--- src/rtl/clock_pkg.sv ---
// Shared definitions for the clock mode/time-set controller.
// Holds the mode encoding, the field limits, the 7-bit time field type
// and the wrap/clamp step used when a field is edited.
package clock_pkg;

    // One 7-bit time field (hours, minutes or seconds).
    typedef logic [6:0] time_t;

    // Controller mode; the encoding is visible on the mode output.
    typedef enum logic [1:0] {
        MODE_RUN     = 2'd0,
        MODE_SET_HR  = 2'd1,
        MODE_SET_MIN = 2'd2,
        MODE_SET_SEC = 2'd3
    } mode_e;

    // Highest legal value for each field.
    localparam time_t HR_MAX  = 7'd23;
    localparam time_t MIN_MAX = 7'd59;
    localparam time_t SEC_MAX = 7'd59;

    // One edit step on a field. An out-of-range value (possible when a
    // garbage count was captured from the counter chain) is forced to 0
    // regardless of direction; otherwise the field wraps at 0 and max_val.
    function automatic time_t field_step(input time_t val,
                                         input time_t max_val,
                                         input logic  up);
        time_t res;
        if (val > max_val) begin
            res = '0;
        end else if (up) begin
            res = (val == max_val) ? '0 : val + 7'd1;
        end else begin
            res = (val == '0) ? max_val : val - 7'd1;
        end
        return res;
    endfunction

endpackage

--- src/rtl/clock_set_ctrl_if.sv ---
// Front-panel / counter-chain bundle of the clock set controller.
// The slave side is the controller; the master side is whatever drives
// the buttons and owns the counters.
interface clock_set_ctrl_if;
    import clock_pkg::*;

    // Front-panel buttons (levels, synchronous to clk).
    logic       btn_mode;
    logic       btn_inc;
    logic       btn_dec;

    // Live counts from the counter chain.
    time_t      cur_hr;
    time_t      cur_min;
    time_t      cur_sec;

    // Controls and values back to the counter chain / display.
    logic       run_en;
    logic       sec_tick;
    logic       load;
    time_t      set_hr;
    time_t      set_min;
    time_t      set_sec;
    logic [1:0] mode;
    logic       blink;

    modport master (
        output btn_mode, btn_inc, btn_dec,
        output cur_hr, cur_min, cur_sec,
        input  run_en, sec_tick, load,
        input  set_hr, set_min, set_sec,
        input  mode, blink
    );

    modport slave (
        input  btn_mode, btn_inc, btn_dec,
        input  cur_hr, cur_min, cur_sec,
        output run_en, sec_tick, load,
        output set_hr, set_min, set_sec,
        output mode, blink
    );

endinterface

--- src/rtl/btn_debounce.sv ---
// Button debouncer with rising-edge detect.
// Only compiled when CLOCK_SET_CTRL_DEBOUNCE_EN is defined; without the
// macro the controller uses a plain two-register edge detector instead.
// The raw level is registered once, then the filtered level follows it
// only after DEB_CYC consecutive samples that disagree with the current
// filtered level. rise_o is high for one cycle after the filtered level
// goes 0 -> 1.
`ifdef CLOCK_SET_CTRL_DEBOUNCE_EN
module btn_debounce #(
    parameter int DEB_CYC = 16
) (
    input  logic clk,
    input  logic rst,
    input  logic btn_i,
    output logic level_o,
    output logic rise_o
);

    localparam int CNT_W = (DEB_CYC > 1) ? $clog2(DEB_CYC) : 1;

    logic             sync_q;
    logic             filt_q;
    logic             filt_d;
    logic             filt_prev_q;
    logic [CNT_W-1:0] cnt_q;
    logic [CNT_W-1:0] cnt_d;

    // Count consecutive disagreeing samples; flip the filtered level on the last one.
    always_comb begin
        filt_d = filt_q;
        cnt_d  = '0;
        if (sync_q != filt_q) begin
            if (cnt_q == CNT_W'(DEB_CYC - 1)) begin
                filt_d = sync_q;
            end else begin
                cnt_d = cnt_q + 1'b1;
            end
        end
    end

    // Input register, filtered level, its delayed copy and the stability counter.
    always_ff @(posedge clk or negedge rst) begin
        if (!rst) begin
            sync_q      <= 1'b0;
            filt_q      <= 1'b0;
            filt_prev_q <= 1'b0;
            cnt_q       <= '0;
        end else begin
            sync_q      <= btn_i;
            filt_q      <= filt_d;
            filt_prev_q <= filt_q;
            cnt_q       <= cnt_d;
        end
    end

    assign level_o = filt_q;
    assign rise_o  = filt_q & ~filt_prev_q;

endmodule
`endif

--- src/rtl/clock_set_ctrl.sv ---
// Mode / time-set controller for the digital clock counter chain.
// - RUN: free-running prescaler produces a one-cycle sec_tick every CLK_HZ cycles.
// - btn_mode steps RUN -> SET_HR -> SET_MIN -> SET_SEC -> RUN; entering
//   SET_HR captures the live time, leaving SET_SEC pulses load once.
// - btn_inc / btn_dec edit the selected field with wrap (hours 0..23,
//   minutes/seconds 0..59); out-of-range captures are clamped to 0.
// - blink toggles every CLK_HZ/2 cycles while a field is being edited.
// Optional build macro: CLOCK_SET_CTRL_DEBOUNCE_EN inserts a btn_debounce
// stage (window DEB_CYC) in front of each button's edge detector.
// All outputs come straight from registers.
module clock_set_ctrl
    import clock_pkg::*;
#(
    parameter int CLK_HZ  = 50_000_000,
    parameter int DEB_CYC = 16
) (
    input  logic             clk,
    input  logic             rst,
    clock_set_ctrl_if.slave  bus
);

    localparam int PRE_W    = $clog2(CLK_HZ);
    localparam int HALF_CYC = CLK_HZ / 2;
    localparam int HALF_W   = $clog2(HALF_CYC);

    // Button index map inside the packed vectors below.
    localparam int BTN_MODE = 0;
    localparam int BTN_INC  = 1;
    localparam int BTN_DEC  = 2;

    logic [2:0] btn_raw;
    logic [2:0] btn_rise;

    assign btn_raw = {bus.btn_dec, bus.btn_inc, bus.btn_mode};

`ifdef CLOCK_SET_CTRL_DEBOUNCE_EN
    // Filtered levels are not needed here; only the edges drive the FSM.
    logic [2:0] btn_level_unused;
`else
    // The stability window only applies when the debouncer is built in.
    localparam int unused_deb_cyc = DEB_CYC;
`endif

    genvar gi;
    generate
        for (gi = 0; gi < 3; gi++) begin : g_btn
`ifdef CLOCK_SET_CTRL_DEBOUNCE_EN
            btn_debounce #(
                .DEB_CYC (DEB_CYC)
            ) u_debounce (
                .clk     (clk),
                .rst     (rst),
                .btn_i   (btn_raw[gi]),
                .level_o (btn_level_unused[gi]),
                .rise_o  (btn_rise[gi])
            );
`else
            logic cur_q;
            logic prev_q;

            // Register the raw level and keep the previous sample for edge detect.
            always_ff @(posedge clk or negedge rst) begin
                if (!rst) begin
                    cur_q  <= 1'b0;
                    prev_q <= 1'b0;
                end else begin
                    cur_q  <= btn_raw[gi];
                    prev_q <= cur_q;
                end
            end

            assign btn_rise[gi] = cur_q & ~prev_q;
`endif
        end
    endgenerate

    logic mode_ev;
    logic inc_ev;
    logic dec_ev;
    logic step_ev;

    assign mode_ev = btn_rise[BTN_MODE];
    assign inc_ev  = btn_rise[BTN_INC];
    assign dec_ev  = btn_rise[BTN_DEC];
    // A mode edge swallows any inc/dec in the same cycle; inc+dec together cancel.
    assign step_ev = (inc_ev ^ dec_ev) & ~mode_ev;

    mode_e              state_q;
    mode_e              state_d;
    time_t              set_hr_q;
    time_t              set_hr_d;
    time_t              set_min_q;
    time_t              set_min_d;
    time_t              set_sec_q;
    time_t              set_sec_d;
    logic [PRE_W-1:0]   presc_q;
    logic [PRE_W-1:0]   presc_d;
    logic [HALF_W-1:0]  half_q;
    logic [HALF_W-1:0]  half_d;
    logic               run_en_q;
    logic               run_en_d;
    logic               sec_tick_q;
    logic               sec_tick_d;
    logic               load_q;
    logic               load_d;
    logic               blink_q;
    logic               blink_d;

    // Next mode: every mode edge advances one step around the ring.
    always_comb begin
        state_d = state_q;
        if (mode_ev) begin
            case (state_q)
                MODE_RUN:     state_d = MODE_SET_HR;
                MODE_SET_HR:  state_d = MODE_SET_MIN;
                MODE_SET_MIN: state_d = MODE_SET_SEC;
                MODE_SET_SEC: state_d = MODE_RUN;
                default:      state_d = MODE_RUN;
            endcase
        end
    end

    // Datapath: capture, field edits, prescaler, load strobe and blink.
    always_comb begin
        set_hr_d   = set_hr_q;
        set_min_d  = set_min_q;
        set_sec_d  = set_sec_q;
        presc_d    = '0;
        sec_tick_d = 1'b0;
        load_d     = 1'b0;
        half_d     = '0;
        blink_d    = 1'b0;
        run_en_d   = (state_d == MODE_RUN);

        case (state_q)
            MODE_RUN: begin
                if (mode_ev) begin
                    // Start editing from whatever the counters show right now.
                    set_hr_d  = bus.cur_hr;
                    set_min_d = bus.cur_min;
                    set_sec_d = bus.cur_sec;
                end else if (presc_q == PRE_W'(CLK_HZ - 1)) begin
                    sec_tick_d = 1'b1;
                end else begin
                    presc_d = presc_q + 1'b1;
                end
            end
            MODE_SET_HR: begin
                if (step_ev) begin
                    set_hr_d = field_step(set_hr_q, HR_MAX, inc_ev);
                end
            end
            MODE_SET_MIN: begin
                if (step_ev) begin
                    set_min_d = field_step(set_min_q, MIN_MAX, inc_ev);
                end
            end
            MODE_SET_SEC: begin
                if (step_ev) begin
                    set_sec_d = field_step(set_sec_q, SEC_MAX, inc_ev);
                end
                // Leaving the set sequence: counters pick up set_* in the first RUN cycle.
                if (mode_ev) begin
                    load_d = 1'b1;
                end
            end
            default: begin
                presc_d = '0;
            end
        endcase

        // Blink restarts lit on every field change and runs only while editing.
        if (state_d != MODE_RUN) begin
            if (state_d != state_q) begin
                blink_d = 1'b1;
                half_d  = '0;
            end else if (half_q == HALF_W'(HALF_CYC - 1)) begin
                blink_d = ~blink_q;
                half_d  = '0;
            end else begin
                blink_d = blink_q;
                half_d  = half_q + 1'b1;
            end
        end
    end

    // State and output registers.
    always_ff @(posedge clk or negedge rst) begin
        if (!rst) begin
            state_q    <= MODE_RUN;
            set_hr_q   <= '0;
            set_min_q  <= '0;
            set_sec_q  <= '0;
            presc_q    <= '0;
            half_q     <= '0;
            run_en_q   <= 1'b1;
            sec_tick_q <= 1'b0;
            load_q     <= 1'b0;
            blink_q    <= 1'b0;
        end else begin
            state_q    <= state_d;
            set_hr_q   <= set_hr_d;
            set_min_q  <= set_min_d;
            set_sec_q  <= set_sec_d;
            presc_q    <= presc_d;
            half_q     <= half_d;
            run_en_q   <= run_en_d;
            sec_tick_q <= sec_tick_d;
            load_q     <= load_d;
            blink_q    <= blink_d;
        end
    end

    assign bus.mode     = state_q;
    assign bus.run_en   = run_en_q;
    assign bus.sec_tick = sec_tick_q;
    assign bus.load     = load_q;
    assign bus.set_hr   = set_hr_q;
    assign bus.set_min  = set_min_q;
    assign bus.set_sec  = set_sec_q;
    assign bus.blink    = blink_q;

endmodule

--- src/flat_wrapper.sv ---
// flat-port wrapper written by rule: the top's interface ports become plain ports
module clock_set_ctrl_flat import clock_pkg::*;
#(
    parameter int CLK_HZ  = 50_000_000,
    parameter int DEB_CYC = 16
)
  (clk, rst, bus_btn_mode, bus_btn_inc, bus_btn_dec, bus_cur_hr, bus_cur_min, bus_cur_sec, bus_run_en, bus_sec_tick, bus_load, bus_set_hr, bus_set_min, bus_set_sec, bus_mode, bus_blink);
  clock_set_ctrl_if bus_i ();
  input  logic clk;
  input  logic rst;
  input wire logic [$bits(bus_i.btn_mode)-1:0] bus_btn_mode;
  input wire logic [$bits(bus_i.btn_inc)-1:0] bus_btn_inc;
  input wire logic [$bits(bus_i.btn_dec)-1:0] bus_btn_dec;
  input wire logic [$bits(bus_i.cur_hr)-1:0] bus_cur_hr;
  input wire logic [$bits(bus_i.cur_min)-1:0] bus_cur_min;
  input wire logic [$bits(bus_i.cur_sec)-1:0] bus_cur_sec;
  output wire logic [$bits(bus_i.run_en)-1:0] bus_run_en;
  output wire logic [$bits(bus_i.sec_tick)-1:0] bus_sec_tick;
  output wire logic [$bits(bus_i.load)-1:0] bus_load;
  output wire logic [$bits(bus_i.set_hr)-1:0] bus_set_hr;
  output wire logic [$bits(bus_i.set_min)-1:0] bus_set_min;
  output wire logic [$bits(bus_i.set_sec)-1:0] bus_set_sec;
  output wire logic [$bits(bus_i.mode)-1:0] bus_mode;
  output wire logic [$bits(bus_i.blink)-1:0] bus_blink;
  assign bus_i.btn_mode = bus_btn_mode;
  assign bus_i.btn_inc = bus_btn_inc;
  assign bus_i.btn_dec = bus_btn_dec;
  assign bus_i.cur_hr = bus_cur_hr;
  assign bus_i.cur_min = bus_cur_min;
  assign bus_i.cur_sec = bus_cur_sec;
  assign bus_run_en = bus_i.run_en;
  assign bus_sec_tick = bus_i.sec_tick;
  assign bus_load = bus_i.load;
  assign bus_set_hr = bus_i.set_hr;
  assign bus_set_min = bus_i.set_min;
  assign bus_set_sec = bus_i.set_sec;
  assign bus_mode = bus_i.mode;
  assign bus_blink = bus_i.blink;
  clock_set_ctrl #(.CLK_HZ(CLK_HZ), .DEB_CYC(DEB_CYC)) u_core (.clk(clk), .rst(rst), .bus(bus_i));
endmodule
--- config.mk ---
export PLATFORM = sky130hd
export DESIGN_NAME = clock_set_ctrl_flat
export DESIGN_NICKNAME = d
export VERILOG_FILES = /design/src/rtl/clock_pkg.sv /design/src/rtl/clock_set_ctrl_if.sv /design/src/rtl/btn_debounce.sv /design/src/rtl/clock_set_ctrl.sv /design/src/flat_wrapper.sv
export SDC_FILE = /design/constraint.sdc
export NUM_CORES = 1
export LEC_CHECK = 0
export CAP_MARGIN = 10
export CORE_MARGIN = 5
export CORE_UTILIZATION = 30
export DETAILED_ROUTE_END_ITERATION = 8
export PLACE_DENSITY = 0.52
export RECOVER_POWER = 100
export SKIP_CTS_REPAIR_TIMING = 1
export SYNTH_ARGS = -nofsm -noshare
export SYNTH_HDL_FRONTEND = slang
export SYNTH_HIERARCHICAL = 1
export SYNTH_SLANG_ARGS = --single-unit
export TNS_END_PERCENT = 10
--- constraint.sdc ---
create_clock -name clk -period 2.9 [get_ports clk]
set_input_delay 0.58 -clock clk [delete_from_list [all_inputs] [get_ports clk]]
set_output_delay 0.58 -clock clk [all_outputs]
set_load 0.01 [all_outputs]
# ---- After elaboration in Yosys (flattened, before gate mapping)
# Index checks and enable logic that the tools add are counted.
dict set report word_totals {
  output_inout_bits 27
  elab_cells 100
  reg_bits 84
  in_bits 26
}
dict set report classes {
  reduce_logical 12
  magnitude_cmp 3
  eq_ne 14
  n_bitwise 10
  addsub 8
  muxes 37
}
# operator n
set ops {}
lappend ops {{$mux 7} 18}
lappend ops {{$mux 26} 3}
lappend ops {{$mux 25} 3}
lappend ops {{$pmux 7 s2} 3}
lappend ops {{$add 26x1->26 const B} 1}
lappend ops {{$eq 26x26->1 const B} 1}
lappend ops {{$add 25x1->25 const B} 1}
lappend ops {{$eq 25x25->1 const B} 1}
lappend ops {{$add 7x1->7 const B} 3}
lappend ops {{$logic_not 7->1} 3}
lappend ops {{$sub 7x1->7 const B} 3}
lappend ops {{$eq 7x6->1 const B} 2}
lappend ops {{$gt 7x6->1 const B} 2}
lappend ops {{$reduce_and 3->1} 3}
lappend ops {{$mux 1} 8}
lappend ops {{$ne 2x1->1 const B} 4}
lappend ops {{$pmux 2 s4} 1}
lappend ops {{$reduce_bool 2->1} 4}
lappend ops {{$eq 7x5->1 const B} 1}
lappend ops {{$gt 7x5->1 const B} 1}
lappend ops {{$not 1->1} 5}
lappend ops {{$and 1x1->1} 4}
lappend ops {{$eq 2x2->1 const B} 2}
lappend ops {{$logic_not 2->1} 2}
lappend ops {{other kinds (5)} 5}

# ---- Depth between registers and ports, before layout
# Gate-level depths: netlist of the first run.
dict set report depth {
  ltp_word 6
  ltp_mapped 9
  mapped_depth_nobuf 7
}

# ---- Worst setup path after synthesis of the first run
# Ideal clock, no wire load.
dict set report synth_path {
  path_type {register to register}
  from {register u_core.state_q[0] (netlist: u_core/bus.mode[0])}
  to {register u_core.half_q[10]}
  t_required_ns 2.829
  path_stages_with_launch 10
  synth_period_minus_slack_ns 2.101
  slack_ns 0.799
  path_buffers 2
  arrival_ns 2.029
  setup_ns 0.071
  path_cell_list {dfrtp_1 inv_1 ha_1 nor2_1 xnor2_1 a21oi_1 or3_1 buf_2 buf_2 nor2_1}
}
dict set report synth_between {
  elab_chain_len 6
  word_cells_on_any_way 10
  cone_classes {eq/ne: 4; mux: 4; reduce/logical: 2}
}
# item line_no
set synth_lines {}
lappend synth_lines {{start, declared} clock_set_ctrl.sv:88} ;# mode_e state_q;
lappend synth_lines {{start signal, assigned} clock_set_ctrl.sv:201} ;# state_q <= state_d;
lappend synth_lines {{$eq 2x2->1 (tied with other cells)} clock_set_ctrl.sv:113} ;# case (state_q)
lappend synth_lines {{$pmux 2 s4} clock_set_ctrl.sv:113}
lappend synth_lines {{$mux 2} clock_set_ctrl.sv:112} ;# if (mode_ev) begin
lappend synth_lines {{$ne 2x2->1} clock_set_ctrl.sv:174} ;# if (state_d != state_q) begin
lappend synth_lines {{$mux 25} clock_set_ctrl.sv:174}
lappend synth_lines {{$mux 25 (*)} clock_set_ctrl.sv:173} ;# if (state_d != MODE_RUN) begin
lappend synth_lines {{named net u_core.half_d[10]} clock_set_ctrl.sv:99} ;# logic [HALF_W-1:0] half_d;
lappend synth_lines {{end signal, assigned} clock_set_ctrl.sv:206} ;# half_q <= half_d;
lappend synth_lines {{end, declared} clock_set_ctrl.sv:98} ;# logic [HALF_W-1:0] half_q;
# The timed path passes the listed nets; every way through them passes the cells marked *.
# A chain may end at the register's enable or synchronous reset.

# ---- Worst setup path after layout of the first run
dict set report layout_path {
  from {register u_core.state_q[0] (netlist: u_core/bus.mode[0])}
  to {register u_core.set_min_q[3] (netlist: u_core/bus.set_min[3])}
}
dict set report layout_between {
  elab_chain_len 3
  word_cells_on_any_way 7
  cone_classes {eq/ne: 3; mux: 1; reduce/logical: 3}
}
# item line_no
set layout_lines {}
lappend layout_lines {{$eq 2x2->1 / $logic_not 2->1 (equally long branches)} clock_set_ctrl.sv:135} ;# case (state_q)
lappend layout_lines {{$ne 2x1->1 (no line) / $reduce_bool 2->1 (equally long branches)} n/a}
lappend layout_lines {{$reduce_and 3->1 (no line)} n/a}
lappend layout_lines {{end signal, assigned} clock_set_ctrl.sv:203} ;# set_min_q <= set_min_d;
lappend layout_lines {{end, declared} clock_set_ctrl.sv:92} ;# time_t set_min_q;
# Parallel ways exist; a longest one is shown, timed or not.

==> flow_metrics.py, run 1 <==
metrics = {
    "synth": {
        "synth_edf_count": 0,
        "synthCells": 589,
        "synth_compound_area_share_pct": 13.2,
        "synthFlopType": "dfrtp_1",
        "syn-cell-area_um2": 5140,
        "synthSimpleGateAreaFrac_pct": 28.9,
        "synth_seq_cells": 84,
        "synth_nets": 631,
        "synth_mux_area_share_pct": 0,
        "synth_fa_ha_area_share_pct": 3.89,
        "synth_top_family_by_area": "simple AND/OR/NAND/NOR gates",
        "syn_area_per_cell_um2": 8.74,
        "netlist.area_leader.share_pct": 40.4,
        "synthArstFlopShare_pct": 100,
        "yosysWarnings": 6,
        "yosysUniqueCellTypes": 63,
        "synth-xor-area-share_pct": 9.02,
        "synth_area_leaders": "dfrtp_1 40%, nor2_1 6.9%, xnor2_1 5.4%",
        "yosysSeqAreaShare_pct": 40.9,
        "synth_top_area_cell": "dfrtp_1",
    },
    "worst_setup_path": {
        "crit_type": "reg2reg",
        "critical_path.endpoint_type": "flip-flop",
        "arrival_ns": 2.82,
        "path_cells": "inv_1, ha_1, clkbuf_1, nor3b_1, a32oi_1, a21oi_1, o2111ai_1, a31oi_1",
        "crit_path_start": "u_core/bus.mode[0]",
        "slowest_stage": "dfrtp_1",
        "slowest_delay_ns": 0.46,
        "crit_family": "compound AO/OA/AOI/OAI gates",
        "crit_buf_inv": 2,
        "crit_fanout": 12,
        "crit_path_start_kind": "flip-flop",
        "required_ns": 3.17,
        "worstReg2RegStart": "u_core/bus.mode[0]",
    },
    "drt": {
        "postRouteAntennaNets": 0,
        "route.detailed.drc": 0,
        "wirelength_um": 12800,
        "routedWlPerCell_um": 14.9,
        "vias": 4431,
        "drt_pass1_iterations": 6,
        "first_iter_violations": 265,
        "vias_per_cell": 5.17,
    },
    "floorplan": {
        "die-area_um2": 19900,
        "rows": 47,
        "die_w_um": 141,
        "coreArea_um2": 16700,
        "initial_core_util_pct": 30.8,
        "ios": 53,
        "fp.dieH_um": 141,
    },
    "clocking": {
        "cts.sinks": 84,
        "clkTransAtPathRegs_ns": 0.07,
        "cts_htree_levels": 3,
        "cts_tree": "built",
        "cts_buffers": 9,
        "cts_root_buf": "clkbuf_16",
        "cts_buffer_depth": 2,
        "worstSkewPairLatency_ns": 0.35,
    },
    "global_routing": {
        "grt_pass1_wl_um": 21200,
        "grt_usage_pct": 13.0,
        "grtUsageMet2_pct": 21.1,
        "grt.busiest_layer": "met2",
        "antenna_found_initial": 0,
        "grt.overflow.total": 0,
        "use_met1_pct": 17.0,
        "grt_pass1_vias": 4267,
        "grt_max_degree": 47,
        "use_met3_pct": 4.27,
    },
    "timing": {
        "clock_skew_ns": 0.00895,
        "grt_setup_unrepaired": "false",
        "tns_ns": 0,
        "setup_viol": 0,
        "fmax_mhz": 391,
        "maxSlewHeadroom_pct": 24.2,
        "fin_crit_sh_pct": 88.1,
        "hold_viol": 0,
        "tightest_slew_ns": 1.14,
        "slew_violations": 0,
        "worst_hold_slack_ns": 0.378,
        "setup_slack_ns": 0.344,
        "fin_crit_ns": 2.56,
    },
    "run_status": {
        "status": "complete, no violations",
    },
    "final_layout": {
        "syn2layout_area_growth_pct": 19.6,
        "layout-drive-gt1-share_pct": 5.65,
        "multi_input_area_um2": 2830,
        "stdcell_area_um2": 6150,
        "seq_area_um2": 2100,
        "fin_nets": 674,
        "fill_cells": 1712,
        "n_antenna_cell": 0,
    },
    "placed_design": {
        "pre_cts_ws_ns": 0.426,
        "hpwl_um": 8920,
        "numPortBuffers": 52,
        "place_area_um2": 5870,
        "place.gp.congestion": 0.878,
    },
    "power_and_ir_drop": {
        "power.leakage_nw": 2.42,
        "finalPower_w": 0.00483,
        "vdd_drop_max_v": 0.000365,
        "cellPowerDensity_nw_per_um2": 784,
    },
    "hold_path": {
        "hp-class": "reg2reg",
        "holdCritStartpoint": "u_core/g_btn[2].cur_q",
    },
    "flow_run": {
        "cap_violations": 0,
    },
}
-- cells in the mapped netlist (all sizes together) (4+ instances only) --
cell     n
nor2    95
dfrtp   83
nand2   42
nand3   32
xnor2   32
a21oi   27
nor3    26
xor2    21
inv     20
ha      16
buf     15
nand4   15
a31oi   14
o21ai   14
nand2b  13
clkbuf  12
nor4    10
and3     9
nor2b    7
nand3b   6
and4     5
a21boi   4
and2     4
nor3b    4
or3      4
or4      4
-- cell families after synthesis --
| group | count (synthesis) |
|---|---|
| buffers and inverters | 47 |
| adder cells (fa/ha/maj) | 16 |
| flip-flops | 84 |
| AO/OA/AOI/OAI | 101 |
| XOR/XNOR | 53 |
| AND/OR/NAND/NOR | 288 |
-- layout make-up --
cell class                      instances  area share, %
Tap cell                              220           4.47
Inverter                               20           1.22
Sequential cell                        84           34.2
Clock inverter                          6           1.16
Timing Repair Buffer                   59           9.07
Clock buffer                           10           3.88
Multi-Input combinational cell        458           46.0
-- routing by layer --
metal	wire length [µm]	up-vias
met5	0	-
met4	123	0
met3	770	12
met2	6170	121
met1	5690	2123
li1	-	2175
-- worst paths after layout --
kind                            depth (start not counted)                     end  slack [ns]
min in group asynchronous                               1        u_core/half_q[0]        0.44
worst max-delay path                                    8   u_core/bus.set_min[3]        0.34
worst min-delay path                                    0  u_core/g_btn[2].prev_q        0.38
worst min register to register                          0  u_core/g_btn[2].prev_q        0.38
max in group asynchronous                               2      u_core/presc_q[25]        0.86
worst max register to register                          8   u_core/bus.set_min[3]        0.34
-- worst register-to-register path, delay by kind of cell, from the launching register on --
family | cells | cell delay (ns)
and+or+nand+nor | 1 | 0.25
AOI/OAI and AO/OA | 4 | 0.96
buffers and inverters | 2 | 0.61
DFF | 1 | 0.46
adders and majority gates | 1 | 0.20
-- where the power goes --
part | switching (W) | internal (W) | total [W] | leakage [nW]
combinational | 0.00101 | 0.000806 | 0.00182 | 1.18
clock | 0.000504 | 0.000697 | 0.00120 | 0.145
sequential | 0.000435 | 0.00137 | 0.00181 | 1.10
total | 0.00195 | 0.00287 | 0.00483 | 2.42
-- sequential cells by signal (all words and copies together), names as in the netlist --
register             cells
u_core/bus.mode          2
u_core/bus.set_hr        7
u_core/bus.set_sec       7
u_core/presc_q          26
u_core/bus.load          1
u_core/bus.set_min       7
u_core/bus.sec_tick      1
u_core/half_q           25
u_core/g_btn.prev_q      3
u_core/bus.blink         1
u_core/bus.run_en        1
u_core/g_btn.cur_q       3
-- stage by stage --
| step | util, % | std cells |
|---|---|---|
| floorplan | - | 589 |
| global placement | 35.1 | 841 |
| detailed placement | 35.1 | 841 |
| CTS | 37.0 | 857 |
| global route | 36.9 | 857 |
| finish | 36.9 | 857 |
-- placed cells by master, fill, tap and decap left out, types with 6 or more instances in the layout --
cell type / synthesis / layout
a21oi_1: 27 / 27
a31oi_1: 14 / 14
and3_1: 9 / 9
clkbuf_16: 0 / 9
clkdlybuf4s50_1: 0 / 21
dfrtp_1: 83 / 83
dlygate4sd3_1: 0 / 30
ha_1: 16 / 16
inv_1: 20 / 20
nand2_1: 42 / 42
nand2b_1: 13 / 13
nand3_1: 32 / 32
nand3b_1: 6 / 6
nand4_1: 15 / 15
nor2_1: 95 / 95
nor2b_1: 7 / 7
nor3_1: 24 / 24
nor4_1: 8 / 8
o21ai_0: 14 / 14
xnor2_1: 32 / 32
xor2_1: 21 / 21
No activity file was read; power rests on OpenSTA's default activity.
==> inputs of run 2 (changes only) <==
==> constraint.sdc (replaced) <==
create_clock -name clk -period 2.9 [get_ports clk]
set_input_delay 0.725 -clock clk [delete_from_list [all_inputs] [get_ports clk]]
set_output_delay 0.725 -clock clk [all_outputs]
set_load 0.01 [all_outputs]
==> flow_metrics.py, run 2 (same netlist as run 1, synthesis figures left out) <==
metrics = {
    "run_status": {
        "status": "complete, no violations",
    },
    "placed_design": {
        "numPortBuffers": 52,
        "place.gp.congestion": 0.863,
        "pre_cts_ws_ns": 0.436,
        "hpwl_um": 9090,
    },
    "floorplan": {
        "fp.dieH_um": 141,
        "die-area_um2": 19900,
        "initial_core_util_pct": 30.8,
        "coreArea_um2": 16700,
        "rows": 47,
        "die_w_um": 141,
        "ios": 53,
    },
    "worst_setup_path": {
        "critical_path.endpoint_type": "flip-flop",
        "worstReg2RegStart": "u_core/presc_q[8]",
        "crit_type": "reg2reg",
        "required_ns": 3.10,
        "crit_fanout": 13,
        "crit_path_start": "u_core/presc_q[8]",
        "arrival_ns": 2.73,
        "crit_path_start_kind": "flip-flop",
    },
    "final_layout": {
        "largest_reg_flops": 26,
        "top_register": "u_core/presc_q",
        "fin_nets": 674,
        "final_common_cell": "nor2_1",
        "mostFrequentLayoutCells": "95 x nor2_1, 83 x dfrtp_1, 42 x nand2_1",
        "multi_input_area_um2": 2820,
        "fill_cells": 1723,
        "n_antenna_cell": 0,
        "syn2layout_area_growth_pct": 19.4,
        "layout-drive-gt1-share_pct": 5.49,
        "reg_top3": "u_core/presc_q (26), u_core/half_q (25)",
        "seq_area_um2": 2100,
    },
    "timing": {
        "tightest_slew_ns": 1.24,
        "fmax_mhz": 395,
        "setup_viol": 0,
        "grt_setup_unrepaired": "false",
        "setup_slack_ns": 0.369,
        "hold_viol": 0,
        "slew_violations": 0,
        "fin_crit_sh_pct": 87.3,
        "maxSlewHeadroom_pct": 17.5,
        "tns_ns": 0,
        "clock_skew_ns": 0.00560,
        "fin_crit_ns": 2.53,
    },
    "drt": {
        "wirelength_um": 12900,
        "postRouteAntennaNets": 0,
        "vias_per_cell": 5.14,
        "route.detailed.drc": 0,
        "routedWlPerCell_um": 15.1,
        "vias": 4406,
        "drt_pass1_iterations": 5,
        "first_iter_violations": 230,
    },
    "clocking": {
        "cts_buffer_depth": 2,
        "clkTransAtPathRegs_ns": 0.06,
        "cts_tree": "built",
        "cts_htree_levels": 3,
        "worstSkewPairLatency_ns": 0.35,
        "cts_root_buf": "clkbuf_16",
        "cts_buffers": 9,
        "cts.sinks": 84,
    },
    "global_routing": {
        "grt_max_degree": 63,
        "grt_pass1_vias": 4283,
        "antenna_found_initial": 0,
        "grt_pass1_wl_um": 21800,
        "grt.overflow.total": 0,
        "grt_usage_pct": 13.4,
    },
    "hold_path": {
        "holdCritStartpoint": "u_core/g_btn[2].cur_q",
        "hp-class": "reg2reg",
    },
    "power_and_ir_drop": {
        "cellPowerDensity_nw_per_um2": 785,
        "power.leakage_nw": 2.42,
        "vdd_drop_max_v": 0.000370,
    },
    "flow_run": {
        "cap_violations": 0,
    },
}
-- run 2: cell count changes in the layout (fill, tap and decap cells not counted) --
cell | before | now
clkinv_4 | 2 | 0
clkinvlp_4 | 2 | 3
clkbuf_2 | 2 | 0
nor4_1 | 8 | 9
inv_6 | 1 | 2
clkbuf_4 | 0 | 1
nor4_4 | 2 | 1
buf_4 | 4 | 5
-- run 2: report_power, final --
| group | switching (W) | leakage [nW] | internal (W) | total, W |
|---|---|---|---|---|
| combinational | 0.00102 | 1.18 | 0.000809 | 0.00183 |
| clock | 0.000498 | 0.142 | 0.000697 | 0.00120 |
| sequential | 0.000430 | 1.10 | 0.00137 | 0.00180 |
| total | 0.00195 | 2.42 | 0.00288 | 0.00482 |
-- run 2: per-stage QoR --
step	utilization (%)	cells	total power, W	hold slack (ns)	cell area (µm²)
2_1_floorplan	-	589	0.00301	0.347	5140
3_3_place_gp	35.1	841	0.00372	0.360	5870
3_5_place_dp	35.1	841	0.00375	0.370	5870
4_1_cts	37.0	857	0.00498	0.266	6180
5_1_grt	36.8	857	0.00520	0.403	6140
6_report	36.8	857	0.00482	0.378	6140
-- run 2: area by class of cell --
type | instances | share of cell area, %
Clock inverter | 6 | 1.14
Sequential cell | 84 | 34.2
Inverter | 20 | 1.22
Tap cell | 220 | 4.48
Timing Repair Buffer | 59 | 9.16
Multi-Input combinational cell | 458 | 45.9
Clock buffer | 10 | 3.89
-- run 2: per-layer routing --
layer  vias to the layer above  global-route usage (%)  part of all wire (%)
li1                       2172                       -                     -
met1                      2142                    17.4                    46
met2                        83                    21.8                    49
met3                         9                    3.89                   4.2
met4                         0                    3.42                  0.92
met5                         -                       0                     0
-- run 2: worst max-delay path, stage by stage (launching register included) --
cell and delay, ns:
dfrtp_1 0.43, or4_1 0.53, nor4_1 0.29, nand3b_1 0.19
nand2_1 0.33, clkbuf_1 0.49, nor2_1 0.12
-- run 2: worst paths after layout --
check,depth (start not counted),slack [ns],endpoint
worst max register to register,6,0.37,u_core/presc_q[10]
max in group asynchronous,2,0.68,u_core/bus.set_sec[5]
min in group asynchronous,1,0.62,u_core/half_q[2]
worst max-delay path,6,0.37,u_core/presc_q[10]
worst min register to register,0,0.38,u_core/g_btn[2].prev_q
worst min-delay path,0,0.38,u_core/g_btn[2].prev_q
